File: src/rtl/openhw_amoseq_if.sv
// Request, response, ALU and uncached bus signals of the AMO read-modify-write sequencer.
// The slave modport is the sequencer's view; master is the LSU/bus/ALU environment's view.
interface openhw_amoseq_if #(
  parameter int unsigned XLEN    = 64,
  parameter int unsigned PA_BITS = 56
);
  logic               ReqValid;
  logic               ReqReady;
  logic [PA_BITS-1:0] ReqPAdr;
  logic [6:0]         ReqFunct7;
  logic [2:0]         ReqFunct3;
  logic [XLEN-1:0]    ReqWriteData;

  logic [XLEN-1:0]    AluReadData;
  logic [XLEN-1:0]    AluWriteData;
  logic [6:0]         AluFunct7;
  logic [2:0]         AluFunct3;
  logic [XLEN-1:0]    AluResult;

  logic               BusReq;
  logic               BusWrite;
  logic [PA_BITS-1:0] BusAdr;
  logic [2:0]         BusSize;
  logic [XLEN-1:0]    BusWData;
  logic               BusLock;
  logic               BusAck;
  logic [XLEN-1:0]    BusRData;
  logic               BusErr;

  logic               RspValid;
  logic [XLEN-1:0]    RspData;
  logic               RspErr;
  logic               RspReady;

  modport slave (
    input  ReqValid, ReqPAdr, ReqFunct7, ReqFunct3, ReqWriteData,
    output ReqReady,
    output AluReadData, AluWriteData, AluFunct7, AluFunct3,
    input  AluResult,
    output BusReq, BusWrite, BusAdr, BusSize, BusWData, BusLock,
    input  BusAck, BusRData, BusErr,
    output RspValid, RspData, RspErr,
    input  RspReady
  );

  modport master (
    output ReqValid, ReqPAdr, ReqFunct7, ReqFunct3, ReqWriteData,
    input  ReqReady,
    input  AluReadData, AluWriteData, AluFunct7, AluFunct3,
    output AluResult,
    input  BusReq, BusWrite, BusAdr, BusSize, BusWData, BusLock,
    output BusAck, BusRData, BusErr,
    input  RspValid, RspData, RspErr,
    output RspReady
  );
endinterface

File: src/rtl/openhw_amoseq.sv
// Locked read / ALU / locked write sequencer for AMOs to uncached or device memory.
// All outputs are decoded from state or registered; no Bus* input reaches a Bus* output.
module openhw_amoseq #(
  parameter int unsigned XLEN    = 64,
  parameter int unsigned PA_BITS = 56,
  parameter int unsigned TIMEOUT = 255
) (
  input logic             clk,
  input logic             reset_n,
  openhw_amoseq_if.slave  io
);

  typedef enum logic [2:0] {StIdle, StRead, StCalc, StWrite, StResp} state_e;

  // Timeout fires on the cycle that would bring the count to TIMEOUT.
  localparam logic [7:0] TimeoutLast = 8'(TIMEOUT - 1);

  state_e             state_q, state_d;
  logic [PA_BITS-1:0] adr_q, adr_d;
  logic [2:0]         funct3_q, funct3_d;
  logic [6:0]         funct7_q, funct7_d;
  logic [XLEN-1:0]    opnd_q, opnd_d;
  logic [XLEN-1:0]    old_q, old_d;
  logic [XLEN-1:0]    result_q, result_d;
  logic               err_q, err_d;
  logic [7:0]         cnt_q, cnt_d;

  logic               is_word;
  logic               req_legal;
  logic               req_aligned;
  logic [XLEN-1:0]    rdata_ext;
  logic [XLEN-1:0]    wdata_bus;

  assign is_word     = (funct3_q == 3'b010);
  assign req_legal   = (io.ReqFunct3 == 3'b010) || ((io.ReqFunct3 == 3'b011) && (XLEN == 64));
  assign req_aligned = (io.ReqFunct3 == 3'b010) ? (io.ReqPAdr[1:0] == 2'b00)
                                                 : (io.ReqPAdr[2:0] == 3'b000);

  if (XLEN == 64) begin : g_lane64
    logic [31:0] lane_word;
    assign lane_word = adr_q[2] ? io.BusRData[63:32] : io.BusRData[31:0];
    assign rdata_ext = is_word ? {{32{lane_word[31]}}, lane_word} : io.BusRData;
    assign wdata_bus = is_word ? {2{result_q[31:0]}} : result_q;
  end else begin : g_lane32
    assign rdata_ext = io.BusRData;
    assign wdata_bus = result_q;
  end

  always_ff @(posedge clk or negedge reset_n) begin
    if (!reset_n) begin
      state_q  <= StIdle;
      adr_q    <= '0;
      funct3_q <= '0;
      funct7_q <= '0;
      opnd_q   <= '0;
      old_q    <= '0;
      result_q <= '0;
      err_q    <= 1'b0;
      cnt_q    <= '0;
    end else begin
      state_q  <= state_d;
      adr_q    <= adr_d;
      funct3_q <= funct3_d;
      funct7_q <= funct7_d;
      opnd_q   <= opnd_d;
      old_q    <= old_d;
      result_q <= result_d;
      err_q    <= err_d;
      cnt_q    <= cnt_d;
    end
  end

  always_comb begin
    state_d  = state_q;
    adr_d    = adr_q;
    funct3_d = funct3_q;
    funct7_d = funct7_q;
    opnd_d   = opnd_q;
    old_d    = old_q;
    result_d = result_q;
    err_d    = err_q;
    cnt_d    = cnt_q;
    unique case (state_q)
      StIdle: begin
        if (io.ReqValid) begin
          adr_d    = io.ReqPAdr;
          funct3_d = io.ReqFunct3;
          funct7_d = io.ReqFunct7;
          opnd_d   = io.ReqWriteData;
          old_d    = '0;
          result_d = '0;
          cnt_d    = '0;
          if (!req_legal || !req_aligned) begin
            err_d   = 1'b1;
            state_d = StResp;
          end else begin
            err_d   = 1'b0;
            state_d = StRead;
          end
        end
      end
      StRead: begin
        if (io.BusAck) begin
          if (io.BusErr) begin
            err_d   = 1'b1;
            state_d = StResp;
          end else begin
            old_d   = rdata_ext;
            state_d = StCalc;
          end
        end else begin
          cnt_d = cnt_q + 8'd1;
          if (cnt_q == TimeoutLast) begin
            err_d   = 1'b1;
            state_d = StResp;
          end
        end
      end
      StCalc: begin
        result_d = io.AluResult;
        cnt_d    = '0;
        state_d  = StWrite;
      end
      StWrite: begin
        if (io.BusAck) begin
          err_d   = io.BusErr;
          state_d = StResp;
        end else begin
          cnt_d = cnt_q + 8'd1;
          if (cnt_q == TimeoutLast) begin
            err_d   = 1'b1;
            state_d = StResp;
          end
        end
      end
      StResp: begin
        if (io.RspReady) state_d = StIdle;
      end
      default: state_d = StIdle;
    endcase
  end

  logic in_read, in_calc, in_write, in_resp, busy;
  assign in_read  = (state_q == StRead);
  assign in_calc  = (state_q == StCalc);
  assign in_write = (state_q == StWrite);
  assign in_resp  = (state_q == StResp);
  assign busy     = (state_q != StIdle);

  assign io.ReqReady     = (state_q == StIdle);
  assign io.AluReadData  = busy ? old_q : '0;
  assign io.AluWriteData = busy ? opnd_q : '0;
  assign io.AluFunct7    = busy ? funct7_q : '0;
  assign io.AluFunct3    = busy ? funct3_q : '0;

  assign io.BusReq   = in_read | in_write;
  assign io.BusWrite = in_write;
  assign io.BusLock  = in_read | in_calc | in_write;
  assign io.BusAdr   = (in_read | in_write) ? adr_q : '0;
  assign io.BusSize  = (in_read | in_write) ? funct3_q : '0;
  assign io.BusWData = in_write ? wdata_bus : '0;

  assign io.RspValid = in_resp;
  assign io.RspData  = in_resp ? old_q : '0;
  assign io.RspErr   = in_resp & err_q;

endmodule

File: src/flat_wrapper.sv
// flat-port wrapper written by rule: the top's interface ports become plain ports
module openhw_amoseq_flat 
#(
  parameter int unsigned XLEN    = 64,
  parameter int unsigned PA_BITS = 56,
  parameter int unsigned TIMEOUT = 255
)
  (clk, reset_n, io_ReqValid, io_ReqPAdr, io_ReqFunct7, io_ReqFunct3, io_ReqWriteData, io_ReqReady, io_AluReadData, io_AluWriteData, io_AluFunct7, io_AluFunct3, io_AluResult, io_BusReq, io_BusWrite, io_BusAdr, io_BusSize, io_BusWData, io_BusLock, io_BusAck, io_BusRData, io_BusErr, io_RspValid, io_RspData, io_RspErr, io_RspReady);
  openhw_amoseq_if #(.XLEN(XLEN), .PA_BITS(PA_BITS)) io_i ();
  input logic clk;
  input logic reset_n;
  input wire logic [$bits(io_i.ReqValid)-1:0] io_ReqValid;
  input wire logic [$bits(io_i.ReqPAdr)-1:0] io_ReqPAdr;
  input wire logic [$bits(io_i.ReqFunct7)-1:0] io_ReqFunct7;
  input wire logic [$bits(io_i.ReqFunct3)-1:0] io_ReqFunct3;
  input wire logic [$bits(io_i.ReqWriteData)-1:0] io_ReqWriteData;
  output wire logic [$bits(io_i.ReqReady)-1:0] io_ReqReady;
  output wire logic [$bits(io_i.AluReadData)-1:0] io_AluReadData;
  output wire logic [$bits(io_i.AluWriteData)-1:0] io_AluWriteData;
  output wire logic [$bits(io_i.AluFunct7)-1:0] io_AluFunct7;
  output wire logic [$bits(io_i.AluFunct3)-1:0] io_AluFunct3;
  input wire logic [$bits(io_i.AluResult)-1:0] io_AluResult;
  output wire logic [$bits(io_i.BusReq)-1:0] io_BusReq;
  output wire logic [$bits(io_i.BusWrite)-1:0] io_BusWrite;
  output wire logic [$bits(io_i.BusAdr)-1:0] io_BusAdr;
  output wire logic [$bits(io_i.BusSize)-1:0] io_BusSize;
  output wire logic [$bits(io_i.BusWData)-1:0] io_BusWData;
  output wire logic [$bits(io_i.BusLock)-1:0] io_BusLock;
  input wire logic [$bits(io_i.BusAck)-1:0] io_BusAck;
  input wire logic [$bits(io_i.BusRData)-1:0] io_BusRData;
  input wire logic [$bits(io_i.BusErr)-1:0] io_BusErr;
  output wire logic [$bits(io_i.RspValid)-1:0] io_RspValid;
  output wire logic [$bits(io_i.RspData)-1:0] io_RspData;
  output wire logic [$bits(io_i.RspErr)-1:0] io_RspErr;
  input wire logic [$bits(io_i.RspReady)-1:0] io_RspReady;
  assign io_i.ReqValid = io_ReqValid;
  assign io_i.ReqPAdr = io_ReqPAdr;
  assign io_i.ReqFunct7 = io_ReqFunct7;
  assign io_i.ReqFunct3 = io_ReqFunct3;
  assign io_i.ReqWriteData = io_ReqWriteData;
  assign io_ReqReady = io_i.ReqReady;
  assign io_AluReadData = io_i.AluReadData;
  assign io_AluWriteData = io_i.AluWriteData;
  assign io_AluFunct7 = io_i.AluFunct7;
  assign io_AluFunct3 = io_i.AluFunct3;
  assign io_i.AluResult = io_AluResult;
  assign io_BusReq = io_i.BusReq;
  assign io_BusWrite = io_i.BusWrite;
  assign io_BusAdr = io_i.BusAdr;
  assign io_BusSize = io_i.BusSize;
  assign io_BusWData = io_i.BusWData;
  assign io_BusLock = io_i.BusLock;
  assign io_i.BusAck = io_BusAck;
  assign io_i.BusRData = io_BusRData;
  assign io_i.BusErr = io_BusErr;
  assign io_RspValid = io_i.RspValid;
  assign io_RspData = io_i.RspData;
  assign io_RspErr = io_i.RspErr;
  assign io_i.RspReady = io_RspReady;
  openhw_amoseq #(.XLEN(XLEN), .PA_BITS(PA_BITS), .TIMEOUT(TIMEOUT)) u_core (.clk(clk), .reset_n(reset_n), .io(io_i));
endmodule
File: config.mk
export PLATFORM = sky130hd
export DESIGN_NAME = openhw_amoseq_flat
export DESIGN_NICKNAME = d
export VERILOG_FILES = /design/src/rtl/openhw_amoseq_if.sv /design/src/rtl/openhw_amoseq.sv /design/src/flat_wrapper.sv
export SDC_FILE = /design/constraint.sdc
export NUM_CORES = 1
export LEC_CHECK = 0
export ABC_CLOCK_PERIOD_IN_PS = 2000
export BUFFER_PORTS_ARGS = -buffer_cell sky130_fd_sc_hd__buf_4
export CORE_AREA = 2 2 232 234
export CTS_CLUSTER_SIZE = 12
export DETAILED_ROUTE_END_ITERATION = 10
export DIE_AREA = 0 0 234 236
export PLACE_DENSITY_LB_ADDON = 0.08
export SLEW_MARGIN = 20
export SYNTH_ARGS = -nofsm -noshare
export SYNTH_HDL_FRONTEND = slang
export SYNTH_SLANG_ARGS = --single-unit
export TNS_END_PERCENT = 30
File: constraint.sdc
create_clock -name clk -period 2 [get_ports clk]
set_clock_uncertainty 0.1 [all_clocks]
set_input_delay 0.3 -clock clk [delete_from_list [all_inputs] [get_ports clk]]
set_output_delay 0.3 -clock clk [all_outputs]
set_load 0.05 [all_outputs]
==> summary.md <==
| Metric | Value |
|---|---|
| Status | complete, but fails checks |
| Failing checks | setup timing |
| Area Overhead vs Synth | 93.5% |
| Peak VDD IR | 836 µV |
| First-pass GRT wire length | 85.8 mm |
| Seq/Total Area, Yosys | 0.518 |
| Pleak | 11.6 nW |
| Via count | 12,894 |
| Pwr per Cell Area | 1480 nW/µm² |
| Clock latency on the worst-skew pair | 0.53 ns |
| Global routing usage on met1 | 0.262 |
| Required time worst endpoint | 1.60 ns |
| Die area | 55,200 µm² |
| Relative slew slack | 0.676 |
| CP max stage delay | 0.45 ns |
| RSZ-0062 raised after global routing | true |
| Dpl hpwl | 40.8 mm |
| Layout cells sized above 1 | 0.476 |
| CTS tree | done |
| Setup TNS | -119.78 ns |
| Layout net count | 2,388 |
| Initial drt markers | 556 |
| Reg2Reg Setup Slack | -0.12 ns |
| EDFF count, synth | 0 |
| Buffers on Ports | 594 |
| Die H | 236 µm |
| CTS buffer count | 35 |
| Worst hold stages | 4 |
| Worst Reg-to-Reg Cells | 6 |
| Initial antenna violation count | 5 |
| Clk buf depth | 3 |
| H-tree levels | 2 |
| Initial Util | 0.246 |
| Synthesized area per cell | 10.6 µm² |
| Commonest non-fill, non-tap cell in the layout | buf_4 |
| Ys async rst share | 1.00 |
| DR vias/cell | 4.53 |
| Max-Cap Viols | 0 |
| Routed WL | 60.6 mm |
| Post-synthesis register bit count | 270 |
| Crit-path max FO | 8 |
| Post-synth top area share | 0.518 |
| WHS Endpoint | u_core.state_q[2] |
| Synth area leaders | dfrtp_1, mux2_2, nor2b_1, and3_1, nand2_1 |
| Commonest cells after routing, fill and taps aside | buf_4, dfrtp_1, dlygate4sd3_1, buf_6, nand2_1 |
| Synth warn | 0 |
| Grt met2 use | 0.344 |
| Cell Rows | 85 |
| Post-synth cell types | 43 |
| Initial DRT Pass Iterations | 5 |
| Fmax achieved | 0.419 GHz |
| Min cycle time layout | 2.39 ns |
| Post-DRT Antenna Nets | 0 |
| Setup CP Type | reg2out |
| Routed wire per std cell | 21.3 µm |
| Crit path cell chain | buf_4 -> nor2_4 -> buf_12 -> buf_6 -> and3_1 -> buf_6 |
| Total global routing track utilization | 0.204 |
| Met3 GRT Util | 0.0452 |
| CP max stage cell | dfrtp_2 |
| DRC violations left | 0 |
| End of the worst register-to-register path | u_core.adr_q[29] |
| Ys flop type | dfrtp_1 |
| Critical path endpoint category | primary output |
| Slew @ Worst Pin | 0.479 ns |
| I/O pin cnt | 595 |
| DIE WIDTH | 234 µm |
| CP arrival | 1.99 ns |
| RePlAce Congestion | 0.837 |
| Ratio of final minimum period to clock period | 1.19 |
| CP dominant cell by count | buf_6 |
| Grt peak-use layer | met2 |
| Worst Slack Setup Final | -0.389 ns |
| Final hold violation count | 0 |
| Vias in the first global route | 13,524 |
| Finish-stage setup viols | 540 |
| Core area | 53,100 µm² |
| Maximum number of pins on one net before global-route repair | 65 |
| Worst flop-to-flop path startpoint | u_core.state_q[1] |
| Hold Path Class | in2reg |
| Root buffer cell | clkbuf_16 |
| Mapped Nets | 1,499 |
| GR Overflow Total | 0 |
| Min-delay src | io_RspReady |
| Post-layout util | 0.476 |
| Mapped Area | 13,100 µm² |
| Mapped Cells | 1,233 |
| Max Slew Vio Count | 0 |
| CP Launch Type | register |
| Count of clock tree sinks | 270 |
| CTS clock-pin slew for the worst setup and hold paths | 0.06 ns |
| Leading area contributor after synthesis | dfrtp_1 |
-- through the flow --
| stage | instances | cell area (µm²) | power [mW] | worst slack (ns) | hold WS, ns |
|---|---|---|---|---|---|
| after floorplan | 1233 | 13400 | 20.6 | -0.122 | -0.0956 |
| after global placement | 2482 | 19000 | 26.8 | 0.0798 | 0.126 |
| after detailed placement | 2482 | 19000 | 27.0 | 0.0505 | 0.130 |
| after CTS | 2823 | 23900 | 35.1 | -0.391 | 0.0182 |
| after global routing | 2844 | 25200 | 39.2 | -0.482 | 0.0808 |
| final | 2844 | 25200 | 37.4 | -0.389 | 0.0660 |
-- worst max-delay path: cells and delay by family, from the launching register on --
family | cells | cell delay (ns)
buffers and inverters | 4 | 0.67
and+or+nand+nor | 2 | 0.33
DFF | 1 | 0.45
-- synth_stat cells (all sizes together), types with 3 or more instances --
library cell	count
dfrtp	270
nand2	150
nor2b	138
mux2	126
and3	97
o21ai	71
a22o	64
and2	63
clkbuf	61
buf	42
nor2	42
a21oi	38
mux2i	32
or3	6
inv	4
nand2b	4
nand3	3
xor2	3
-- logic make-up after synthesis --
| group | share of synthesized area |
|---|---|
| simple gates | 0.212 |
| buf+inv | 0.0430 |
| xor+xnor | 0.00201 |
| fa+ha+maj | 0.00192 |
| compound gates | 0.0905 |
| flops | 0.518 |
| mux | 0.133 |
-- layout make-up --
cell class,instances,area [µm²]
multi-input combinational,856,6660
tap,696,871
clock inverter,7,38.8
inverter,4,22.5
fill,4903,27800
clock buffer,52,1050
antenna,4,10.0
sequential,270,6760
timing repair buffer,955,9830
-- where the power goes --
part / internal (mW) / total, mW / switching (mW)
sequential: 7.62 / 9.15 / 1.53
combinational: 9.17 / 22.2 / 13.0
clock: 3.62 / 6.08 / 2.46
total: 20.4 / 37.4 / 17.0
-- how the worst max path moves through the flow --
stage                  startpoint           endpoint
2_1_floorplan  u_core.funct3_q[0]    io_BusWData[32]
3_5_place_dp    u_core.state_q[2]     io_RspData[39]
5_1_grt         u_core.state_q[1]     io_RspData[20]
6_report        u_core.state_q[1]     io_RspData[20]
4_1_cts         u_core.state_q[2]  io_AluReadData[0]
3_3_place_gp    u_core.state_q[1]    io_BusWData[21]
-- flip-flops by register name (all words and copies together), names as in the netlist --
register,flops
u_core.old_q,64
u_core.opnd_q,64
u_core.result_q,64
u_core.adr_q,56
u_core.cnt_q,8
u_core.funct7_q,7
u_core.funct3_q,3
u_core.state_q,3
u_core.err_q,1
-- per-layer routing --
metal | vias up | part of all wire
met1 | 6398 | 0.42
met5 | - | 0.00021
met3 | 82 | 0.061
met2 | 407 | 0.49
met4 | 2 | 0.027
li1 | 6005 | -
-- timing repair --
action	CTS	global route
setup endpoints to repair	331	573
setup buffers	15	4
hold buffers	260	0
gates resized for setup	221	258
cloned	7	14
endpoints found under the hold margin	486	0
pin swaps	9	23
(Power assumes the default switching activity.)
